File: src/rtl/jump_encoder.sv
// jump_encoder: converts an absolute jump target into a J-type instruction word,
// after checking its alignment and region. Optional link opcode: JUMP_ENCODER_JAL_SUPPORT_EN.
`default_nettype none

module jump_encoder (
  input  logic        clk,
  input  logic        reset,
  input  logic        in_valid,
  output logic        in_ready,
  input  logic [31:0] target,
  input  logic [31:0] pc,
`ifdef JUMP_ENCODER_JAL_SUPPORT_EN
  input  logic        link,
`endif
  output logic        out_valid,
  input  logic        out_ready,
  output logic [31:0] instr,
  output logic        err,
  output logic [1:0]  err_code,
  output logic [7:0]  err_count
);

  typedef enum logic [1:0] {
    IDLE  = 2'd0,
    CHECK = 2'd1,
    HOLD  = 2'd2,
    ERROR = 2'd3
  } state_t;

  state_t      state_q;
  logic [31:0] target_q;
  logic [31:0] pc_q;
  logic        link_q;
  logic        out_valid_q;
  logic [31:0] instr_q;
  logic        err_q;
  logic [1:0]  err_code_q;
  logic [7:0]  err_count_q;

  logic [31:0] pc_plus4;
  logic [3:0]  region;
  logic        misaligned;
  logic        out_of_region;
  logic [5:0]  opcode;
  logic        unused_pc_bits;

  // The region is the 256 MB segment of the delay-slot address, wrapping at 2^32.
  assign pc_plus4       = pc_q + 32'd4;
  assign region         = pc_plus4[31:28];
  assign unused_pc_bits = ^pc_plus4[27:0];
  assign misaligned     = (target_q[1:0] != 2'b00);
  assign out_of_region  = (target_q[31:28] != region);
  assign opcode         = link_q ? 6'b000011 : 6'b000010;

  assign in_ready  = (state_q == IDLE) && !reset;
  assign out_valid = out_valid_q;
  assign instr     = instr_q;
  assign err       = err_q;
  assign err_code  = err_code_q;
  assign err_count = err_count_q;

  always_ff @(posedge clk or posedge reset) begin
    if (reset) begin
      state_q     <= IDLE;
      target_q    <= 32'd0;
      pc_q        <= 32'd0;
      link_q      <= 1'b0;
      out_valid_q <= 1'b0;
      instr_q     <= 32'd0;
      err_q       <= 1'b0;
      err_code_q  <= 2'b00;
      err_count_q <= 8'd0;
    end else begin
      case (state_q)
        IDLE: begin
          err_q <= 1'b0;
          if (in_valid) begin
            target_q <= target;
            pc_q     <= pc;
`ifdef JUMP_ENCODER_JAL_SUPPORT_EN
            link_q   <= link;
`else
            link_q   <= 1'b0;
`endif
            state_q  <= CHECK;
          end
        end
        CHECK: begin
          if (misaligned || out_of_region) begin
            err_q       <= 1'b1;
            err_code_q  <= misaligned ? 2'b01 : 2'b10;
            if (err_count_q != 8'hFF) begin
              err_count_q <= err_count_q + 8'd1;
            end
            state_q     <= ERROR;
          end else begin
            instr_q     <= {opcode, target_q[27:2]};
            out_valid_q <= 1'b1;
            state_q     <= HOLD;
          end
        end
        HOLD: begin
          if (out_ready) begin
            out_valid_q <= 1'b0;
            err_code_q  <= 2'b00;
            state_q     <= IDLE;
          end
        end
        ERROR: begin
          err_q   <= 1'b0;
          state_q <= IDLE;
        end
        default: state_q <= IDLE;
      endcase
    end
  end

endmodule

`default_nettype wire

File: config.mk
export PLATFORM = sky130hd
export DESIGN_NAME = jump_encoder
export DESIGN_NICKNAME = d
export VERILOG_FILES = /design/src/rtl/jump_encoder.sv
export SDC_FILE = /design/constraint.sdc
export NUM_CORES = 1
export LEC_CHECK = 0
export ABC_AREA = 1
export CAP_MARGIN = 20
export CORE_ASPECT_RATIO = 0.5
export CORE_MARGIN = 2
export CORE_UTILIZATION = 50
export DETAILED_ROUTE_END_ITERATION = 8
export DONT_BUFFER_PORTS = 1
export PLACE_DENSITY = 0.74
export SLEW_MARGIN = 20
export SYNTH_ARGS = -nofsm -noshare
export SYNTH_HDL_FRONTEND = slang
export SYNTH_SLANG_ARGS = --single-unit
File: constraint.sdc
create_clock -name clk -period 3.2 [get_ports clk]
set_input_delay 0.64 -clock clk [delete_from_list [all_inputs] [get_ports clk]]
set_output_delay 0.64 -clock clk [all_outputs]
set_load 0.05 [all_outputs]
# Word level (Yosys, flattened, before mapping)
# Cells that the tools add are included.
dict set report totals {
  reg_bits 105
  latchBits 0
  ram_bits 0
  romBits 0
  in_bits 68
  mem_count 0
}
dict set report classes {
  addsub 2
  n_mul 0
  div 0
  magnitude_cmp 0
  eq_ne 9
  n_shift 0
  muxes 12
  n_bitwise 1
  reduce_logical 15
}
# operator count
set op_table {}
lappend op_table {{32-bit by 3-bit adder with 32-bit output, second input constant} 1}
lappend op_table {{3-bit AND reduction} 3}
lappend op_table {{8-bit by 1-bit adder with 8-bit output, second input constant} 1}
lappend op_table {{2-bit two-way mux} 4}
lappend op_table {{2-bit != test, second input constant} 4}
lappend op_table {{8-bit != test, second input constant} 1}
lappend op_table {{2-bit case mux with 4 select lines} 1}
lappend op_table {{2-bit AND reduction} 4}
lappend op_table {{2-bit nonzero test} 3}
lappend op_table {{2-bit equality test, second input constant} 2}
lappend op_table {{1-bit two-way mux} 4}
lappend op_table {{4-bit != test} 1}
lappend op_table {{1-bit case mux with 2 select lines} 2}
lappend op_table {{2-bit case mux with 2 select lines} 1}
lappend op_table {{2-bit by 1-bit equality test with 1-bit output, second input constant} 1}
lappend op_table {{2-bit zero test} 1}
lappend op_table {{2-bit OR reduction} 1}
lappend op_table {{1-bit logical AND} 1}
lappend op_table {{1-bit zero test} 1}
lappend op_table {{1-bit logical OR} 1}
lappend op_table {{1-bit inverter} 1}

# Depth between registers and ports, before layout
# Gate-level depths: netlist (run 1).
dict set report depth {
  depth_word 5
  depth_mapped 14
  ltp_nobuf 13
}

# Least setup slack after synthesis (run 1)
# OpenSTA, ideal clock, no wires.
dict set report synth_path {
  kind {register -> output}
  start {register state_q[0]}
  end {output port in_ready}
  arrival_ns 1.318
  required_ns 2.560
  path_slack_ns 1.242
  path_stages_with_launch 5
  path_cell_list {dfrtp_1 > inv_1 > ha_1 > inv_1 > nor2_1}
}
dict set report synth_between {
  elab_chain_cells 2
}
# item line
set synth_lines {}
lappend synth_lines {{from (decl)} 30} ;# state_t state_q;
lappend synth_lines {{from (signal assigned)} 64} ;# state_q <= IDLE;
lappend synth_lines {{from (signal assigned)} 85} ;# state_q <= CHECK;
lappend synth_lines {{from (signal assigned)} 95} ;# state_q <= ERROR;
lappend synth_lines {{2-bit zero test} 55} ;# assign in_ready = (state_q == IDLE) && !reset;
lappend synth_lines {{1-bit logical AND} 55}
lappend synth_lines {{to (decl)} 9} ;# output logic in_ready,
# No other way between the ends.

# Worst setup path in the final report (run 1)
# Same ends and word-level chain as after synthesis.

==> results of run 1 <==
## power breakdown
part           total [mW]  internal (mW)  leakage, nW  switching, mW
Clock                1.01          0.568        0.136          0.447
Sequential           3.06           1.90         1.18           1.15
Combinational        1.55          0.668         1.07          0.882
Total                5.62           3.14         2.39           2.48
## layout make-up
type	count	area, sq um
Fill cell	806	3870
Tap cell	117	146
Clock buffer	13	260
Inverter	41	158
Sequential cell	103	2580
Timing Repair Buffer	4	42.5
Clock inverter	3	17.5
Multi-Input combinational cell	292	1720
## cell usage after synthesis
cell type | number | area share
or2_2 | 2 | 0.0027
xor2_1 | 5 | 0.0096
nand4_1 | 9 | 0.012
a21boi_0 | 1 | 0.0016
buf_1 | 3 | 0.0025
o21ai_0 | 1 | 0.0011
ha_1 | 5 | 0.014
nor3_1 | 3 | 0.0033
nand3_1 | 12 | 0.013
clkbuf_1 | 7 | 0.0057
a21oi_1 | 31 | 0.034
mux2_2 | 34 | 0.084
nor2_2 | 3 | 0.0041
nand4_4 | 1 | 0.0046
nand2_4 | 1 | 0.0025
o22ai_1 | 1 | 0.0014
nor2_4 | 2 | 0.0049
conb_1 | 1 | 0.00082
dfrtp_1 | 103 | 0.56
buf_6 | 6 | 0.015
o21ai_2 | 26 | 0.050
nor2_1 | 52 | 0.043
buf_4 | 5 | 0.0082
buf_2 | 1 | 0.0011
inv_1 | 41 | 0.034
xnor2_1 | 5 | 0.0096
nand2_1 | 93 | 0.076
## flip-flops by register name (all words and copies together) (netlist names)
name and count:
pc_q 30, err_code 2, state_q 2, err 1, target_q 32, err_count 8, out_valid 1, instr 27
## worst max-delay path by stage
| stage | endpoint | slack (ns) | depth (start not counted) |
|---|---|---|---|
| finish | in_ready | 0.75 | 4 |
| detailed placement | instr[21] | 0.74 | 11 |
| CTS | instr[21] | 0.72 | 11 |
| global route | err_count[0] | 0.56 | 12 |
| global placement | instr[0] | 0.77 | 11 |
| floorplan | in_ready | 1.24 | 4 |
## metrics by stage
stage / cells / util / worst slack (ns)
global placement: 556 / 0.526 / 0.767
detailed placement: 556 / 0.526 / 0.736
global route: 573 / 0.560 / 0.557
finish: 573 / 0.560 / 0.748
CTS: 572 / 0.557 / 0.718
floorplan: 458 / - / 1.24
## logic make-up after synthesis
kind of cell,after synthesis,synth area share
AO/OA/AOI/OAI,60,0.0877
AND/OR/NAND/NOR,178,0.166
buffers and inverters,63,0.0658
other,1,0.000819
adder cells (fa/ha/maj),5,0.0137
multiplexers,34,0.0836
XOR/XNOR,10,0.0191
flip-flops,103,0.563
## metal layers
metal  track usage  vias to the layer above  part of all wire
li1              -                     1440                 -
met1         0.218                     1385              0.45
met2         0.290                       62              0.48
met3        0.0608                        8             0.058
met4        0.0584                        0             0.011
met5             0                        -                 0
==> flow_metrics.tcl, run 1 <==
set metrics [dict create \
    status "finished clean" \
    path_clk_slew_ns 0.07 \
    setup_viol 0 \
    grt_first_pass_wirelength_mm 13.8 \
    finalHoldViolCount 0 \
    cts_buffers 9 \
    hpwl_mm 5.52 \
    chipHeight_um 71.7 \
    antenna_found_initial 0 \
    postSynthCellCount 454 \
    syn_to_final_growth_pct 7.54 \
    slew_headroom 0.343 \
    core_sq_um 8800 \
    ys_types 27 \
    start_kind "flop" \
    setup_tns_ns 0 \
    rrSetupSlack_ns 0.96 \
    route.detailed.drc 0 \
    critical_path.top_delay_family "simple AND/OR/NAND/NOR gates" \
    max_slew.worst_pin.slew_ns 0.985 \
    grt_max_degree 91 \
    critPathKind "reg -> out" \
    power.density_nw_per_um2 1140 \
    period_share 0.766 \
    rsz0062_at_grt "no" \
    end_kind "output pin" \
    final_common_cell "dfrtp_1" \
    cts_tree "done" \
    io_buffers 0 \
    critPathMaxStageDelay_ns 0.67 \
    slew_viol_final 0 \
    skew_ns 0.00942 \
    path_cells "inv_1 -> ha_1 -> inv_1 -> nor2_1" \
    r2r-end "err_count[1]" \
    clkSinkCount 103 \
    root_buffer "clkbuf_16" \
    fp.dieW_um 139 \
    vdd_drop_max_mv 0.575 \
    maxCapViolCount 0 \
    io_pins 113 \
    num_rows 24 \
    dr.first_iter.drc_count 177 \
    drive_gt1_frac 0.195 \
    hold_path.class "in -> async" \
    cts_htree_levels 3 \
    hold_ws_ns 0.348 \
    cts_setup_buffers 0 \
    gp_congestion 0.791 \
    post_dp_cell_area_sq_um 4630 \
    syn-cell-area_sq_um 4580 \
    ctsResizeCount 0 \
    crit_top_cell "inv_1" \
    initial_core_util 0.520 \
    grtUsageTotal 0.175 \
    worstPathArrival_ns 1.81 \
    fmax_mhz 408 \
    final_area_sq_um 4920 \
    slowest_stage "nor2_1" \
    yosysSeqAreaShare 0.563 \
    via_per_inst 5.05 \
    yosysWarnings 0 \
    reg2regPathDepth 12 \
    post_drt_wl_per_cell_um 14.1 \
    cp-startpoint "state_q[0]" \
    p_leak_nw 2.39 \
    layout_common_cells "dfrtp_1 (103), nand2_1 (92), nor2_1 (52)" \
    worstPathRequired_ns 2.56 \
    gr-total-overflow 0 \
    cts_hold_buf 0 \
    clk_latency_ns 0.34 \
    wirelength_mm 8.10 \
    path_max_fanout 3 \
    synth_seq_cells 103 \
    die_area_sq_um 9990 \
    via_count 2895 \
    clk_path_buf_depth 2 \
    power.total_mw 5.62 \
    antenna_cells 0 \
    nNetsFinal 524 \
    antenna_left 0 \
    finalCriticalPeriod_ns 2.45 \
    reg2reg_from "pc_q[3]" \
    syn_avg_cell_area_sq_um 10.1 \
    grt_pass1_vias 2855 \
    crit_buf_inv 2 \
    dr.pass1.iters 4 \
]
Note: power is estimated with default switching activity, not from simulation.
==> run 2, diff against run 1 <==
Clock period 3.2 ns to 2.1 ns, I/O delays scaled along.
==> run 2 against run 1 <==
Net effect: via count is 2.0% higher; register-to-register slack worse by 0.72 ns; utilization is 1.5 points higher; clock skew is 0.0041 ns lower; clock power is 46% higher; global-route usage is 0.60 points higher; sequential power is 47% higher.
==> flow_metrics.tcl, run 2 (synthesis gave the netlist of run 1 again) <==
set metrics [dict create \
    power.density_nw_per_um2 1710 \
    path_clk_slew_ns 0.06 \
    dr.pass1.iters 4 \
    cts_setup_buffers 0 \
    final_util 0.575 \
    hpwl_mm 5.66 \
    rsz0062_at_grt "no" \
    p_leak_nw 2.45 \
    maxCapViolCount 0 \
    route.detailed.drc 0 \
    setup_viol 0 \
    clk_path_buf_depth 2 \
    dp_slack_ns 0.157 \
    max_slew.worst_pin.slew_ns 0.555 \
    gr-total-overflow 0 \
    placed_cells 568 \
    wl_met2_mm 4.00 \
    drive_gt1_frac 0.216 \
    root_buffer "clkbuf_16" \
    skew_ns 0.00527 \
    gp_congestion 0.797 \
    critPathKind "reg -> out" \
    seq_area_sq_um 2580 \
    grt_pass1_vias 2904 \
    cts_tree "done" \
    cts_htree_levels 3 \
    post_drt_wl_per_cell_um 14.5 \
    finalHoldViolCount 0 \
    io_pins 113 \
    antenna_found_initial 0 \
    worstPathArrival_ns 1.44 \
    largest-register "target_q" \
    fmax_mhz 537 \
    start_kind "flop" \
    n_fill_cell 775 \
    wirelength_mm 8.48 \
    slew_viol_final 0 \
    core_sq_um 8800 \
    slew_headroom 0.630 \
    path_max_fanout 4 \
    clkSinkCount 103 \
    antenna_left 0 \
    fin_cells 585 \
    layout_common_cells "dfrtp_1 (103), nand2_1 (92), nor2_1 (52)" \
    reg2reg_from "pc_q[3]" \
    fp.dieW_um 139 \
    via_per_inst 5.05 \
    status "finished clean" \
    nNetsFinal 536 \
    die_area_sq_um 9990 \
    initial_core_util 0.520 \
    syn_to_final_growth_pct 10.5 \
    num_rows 24 \
    antenna_cells 0 \
    worstPathRequired_ns 1.68 \
    setup_ws_ns 0.239 \
    wl_met3_um 541 \
    vdd_drop_max_mv 0.823 \
    grt_max_degree 104 \
    cp-startpoint "state_q[1]" \
    grt_first_pass_wirelength_mm 14.2 \
    wl_met1_mm 3.87 \
    end_kind "output pin" \
    clk_latency_ns 0.33 \
    chipHeight_um 71.7 \
    crit_end "in_ready" \
    reg2regPathDepth 12 \
    via_count 2954 \
    dr.first_iter.drc_count 116 \
    period_share 0.886 \
    final_common_cell "dfrtp_1" \
    hold_path.class "in -> async" \
    rrSetupSlack_ns 0.24 \
    largest_reg_flops 32 \
    multi_input_area_sq_um 1740 \
    cts_buffers 9 \
    setup_tns_ns 0 \
    top_layer "met4" \
    r2r-end "instr[21]" \
    io_buffers 0 \
    finalCriticalPeriod_ns 1.86 \
    grtUsageTotal 0.181 \
]
-- run 2: layout make-up --
class                      instances  share of cell area
clock buffer                      13              0.0475
clock inverter                     3             0.00396
inverter                          41              0.0312
multi-input combinational        292               0.344
sequential                       103               0.509
tap                              117              0.0289
timing repair buffer              16              0.0346
-- run 2: what timing repair did --
item / CTS / global route
gates resized for setup: 0 / 4
endpoints found under the setup margin: 0 / 15
hold endpoints to repair: 0 / 0
hold buffers: 0 / 0
-- run 2: metal layers --
layer,up-vias,GRT usage
met3,10,0.0662
li1,1459,-
met5,-,0
met1,1404,0.240
met4,0,0.0539
met2,81,0.284
-- run 2: critical path, stage by stage, from the launching register on --
cell     delay, ns
dfrtp_1       0.42
inv_1         0.10
ha_1          0.22
inv_1         0.07
nor2_1        0.09
buf_4         0.20
-- run 2: worst min path at each step --
| stage | slack (ns) | from | end | cells past startpoint |
|---|---|---|---|---|
| 2_1_floorplan | 0.48 | pc_q[14] | pc_q[14] | 1 |
| 3_3_place_gp | 0.49 | pc_q[6] | pc_q[6] | 1 |
| 3_5_place_dp | 0.49 | pc_q[10] | pc_q[10] | 1 |
| 4_1_cts | 0.13 | reset | err_count[7] | 2 |
| 5_1_grt | 0.13 | reset | instr[27] | 2 |
| 6_report | 0.09 | reset | instr[27] | 2 |
-- run 2: report_power, final --
group,switching [mW],internal (mW),total (mW)
Sequential,1.61,2.90,4.51
Combinational,1.54,1.11,2.65
Clock,0.669,0.803,1.47
Total,3.81,4.82,8.63
-- run 2: through the flow --
stage / hold slack [ns] / power, mW / area [sq um]
floorplan: 0.479 / 6.60 / 4600
CTS: 0.134 / 8.71 / 5010
global placement: 0.487 / 7.06 / 4750
detailed placement: 0.494 / 7.21 / 4750
finish: 0.0882 / 8.63 / 5060
global route: 0.131 / 9.27 / 5060
==> run 3, diff against run 2 <==
Settings changed: CORE_MARGIN 2 to 3, TNS_END_PERCENT from default to 20.
==> run 3 against run 2 <==
Net effect: combinational power hardly changed; largest cell class unchanged; clock skew hardly changed; maximum frequency hardly changed; clock power is 12% higher; die area is 4.3% higher; worst hold slack worse by 0.070 ns; sequential share of layout area is 0.29 points lower; critical path type is now reg -> reg; via count is 1.5% lower; global-route usage is 0.87 points lower; flip-flop and latch count stayed put; sequential power hardly changed.
==> flow_metrics.tcl, run 3 (synthesis gave the netlist of run 1 again) <==
set metrics [dict create \
    antenna_cells 0 \
    wirelength_mm 8.25 \
    dr.first_iter.drc_count 136 \
    period_share 0.886 \
    cp-startpoint "pc_q[7]" \
    finalCriticalPeriod_ns 1.86 \
    cts_htree_levels 3 \
    nNetsFinal 539 \
    syn_to_final_growth_pct 11.1 \
    core_sq_um 8430 \
    skew_ns 0.00498 \
    hold_ws_ns 0.0185 \
    route.detailed.drc 0 \
    p_leak_nw 2.47 \
    post_drt_wl_per_cell_um 14.2 \
    final_common_cell "dfrtp_1" \
    reg2reg_from "pc_q[7]" \
    drive_gt1_frac 0.227 \
    max_slew.worst_pin.slew_ns 0.594 \
    root_buffer "clkbuf_16" \
    fmax_mhz 537 \
    internal_power_mw 4.97 \
    final_util 0.604 \
    path_clk_slew_ns 0.07 \
    vdd_drop_max_mv 1.08 \
    io_buffers 0 \
    die_area_sq_um 10400 \
    gr-total-overflow 0 \
    multi_input_area_sq_um 1730 \
    fp.dieW_um 141 \
    seq_area_sq_um 2580 \
    end_kind "flop" \
    p_switching_mw 3.81 \
    chipHeight_um 73.7 \
    grt_max_degree 44 \
    status "finished clean" \
    slew_headroom 0.603 \
    antenna_left 0 \
    setup_viol 0 \
    n_fill_cell 735 \
    finalHoldViolCount 0 \
    worstPathArrival_ns 2.08 \
    path_max_fanout 23 \
    num_rows 23 \
    via_count 2911 \
    maxCapViolCount 0 \
    critPathKind "reg -> reg" \
    via_per_inst 4.99 \
    placed_cells 567 \
    power.density_nw_per_um2 1730 \
    grtUsageTotal 0.172 \
    gp_congestion 0.804 \
    final_area_sq_um 5090 \
    rsz0062_at_grt "yes" \
    clk_path_buf_depth 2 \
    slew_viol_final 0 \
    initial_core_util 0.543 \
    setup_tns_ns 0 \
    antenna_found_initial 0 \
    fin_cells 583 \
    worstPathRequired_ns 2.32 \
    pwr-share-comb 0.300 \
    hpwl_mm 6.07 \
    p_clk_frac 0.188 \
    post_dp_cell_area_sq_um 4780 \
    largest-register "target_q" \
    hold_path.class "in -> async" \
    grt_first_pass_wirelength_mm 14.1 \
    cts_hold_buf 0 \
    layout_common_cells "dfrtp_1 (103), nand2_1 (92), nor2_1 (52)" \
    cts_tree "done" \
    io_pins 113 \
    cts_buffers 9 \
    clk_latency_ns 0.33 \
    dr.pass1.iters 4 \
    start_kind "flop" \
    clkSinkCount 103 \
    switching_share 0.434 \
    grt_pass1_vias 2818 \
    largest_reg_flops 32 \
    p_seq_frac 0.512 \
]
## run 3: cell types whose count changed in the layout (fill, tap and decap cells not counted), sizes merged
cell and change:
bufinv +1, clkbuf -3, buf +4, clkinvlp +1
## run 3: worst max-delay path, cell delays in order (launching register included)
cell and delay [ns]:
dfrtp_1 0.34, nand2_1 0.05, nor2_1 0.17, nand2_1 0.11
nor2_1 0.18, nand2_1 0.07, nand2_1 0.06, nand2_1 0.10
nand4_4 0.11, buf_4 0.30, nand2_1 0.11, nand2_1 0.07
nand2_1 0.06
## run 3: final timing paths
kind / end / slack, ns / cells past startpoint
max in group asynchronous: pc_q[19] / 1.48 / 2
min in group clk: pc_q[20] / 0.23 / 1
max reg2reg: err_code[0] / 0.24 / 12
min: err / 0.02 / 1
max: err_code[0] / 0.24 / 12
min reg2reg: pc_q[2] / 0.51 / 1
## run 3: final cells by class
class / count / area share
clock buffer: 11 / 0.0477
clock inverter: 5 / 0.0113
inverter: 41 / 0.0310
multi-input combinational: 292 / 0.341
sequential: 103 / 0.507
tap: 112 / 0.0275
timing repair buffer: 19 / 0.0354
## run 3: power by group through the flow
stage          Clock (mW)  Sequential [mW]  Combinational (mW)
2_1_floorplan           0             4.52                2.08
3_3_place_gp            0             4.52                2.55
3_5_place_dp            0             4.55                2.65
4_1_cts              1.69             4.52                2.67
5_1_grt              1.79             4.62                3.01
6_report             1.65             4.50                2.63
## run 3: metrics by stage
step	setup WS, ns	power, mW
after detailed placement	0.139	7.20
after global routing	-0.0204	9.43
final	0.239	8.79
after global placement	0.166	7.07
after floorplan	0.154	6.60
after CTS	0.133	8.88
## run 3: routing by layer
metal  wire [um]  vias to the layer above  GRT usage  share of wire
met5           0                        -          0              0
met4          46                        0     0.0322         0.0056
met3         680                        6     0.0754          0.082
met2        3800                       70      0.272           0.46
met1        3730                     1372      0.225           0.45
li1            -                     1463          -              -
## run 3: what timing repair did
action / CTS / global route
gates resized for setup: 0 / 2
endpoints found under the hold margin: 0 / 0
setup buffers: 0 / 0
endpoints found under the setup margin: 0 / 11
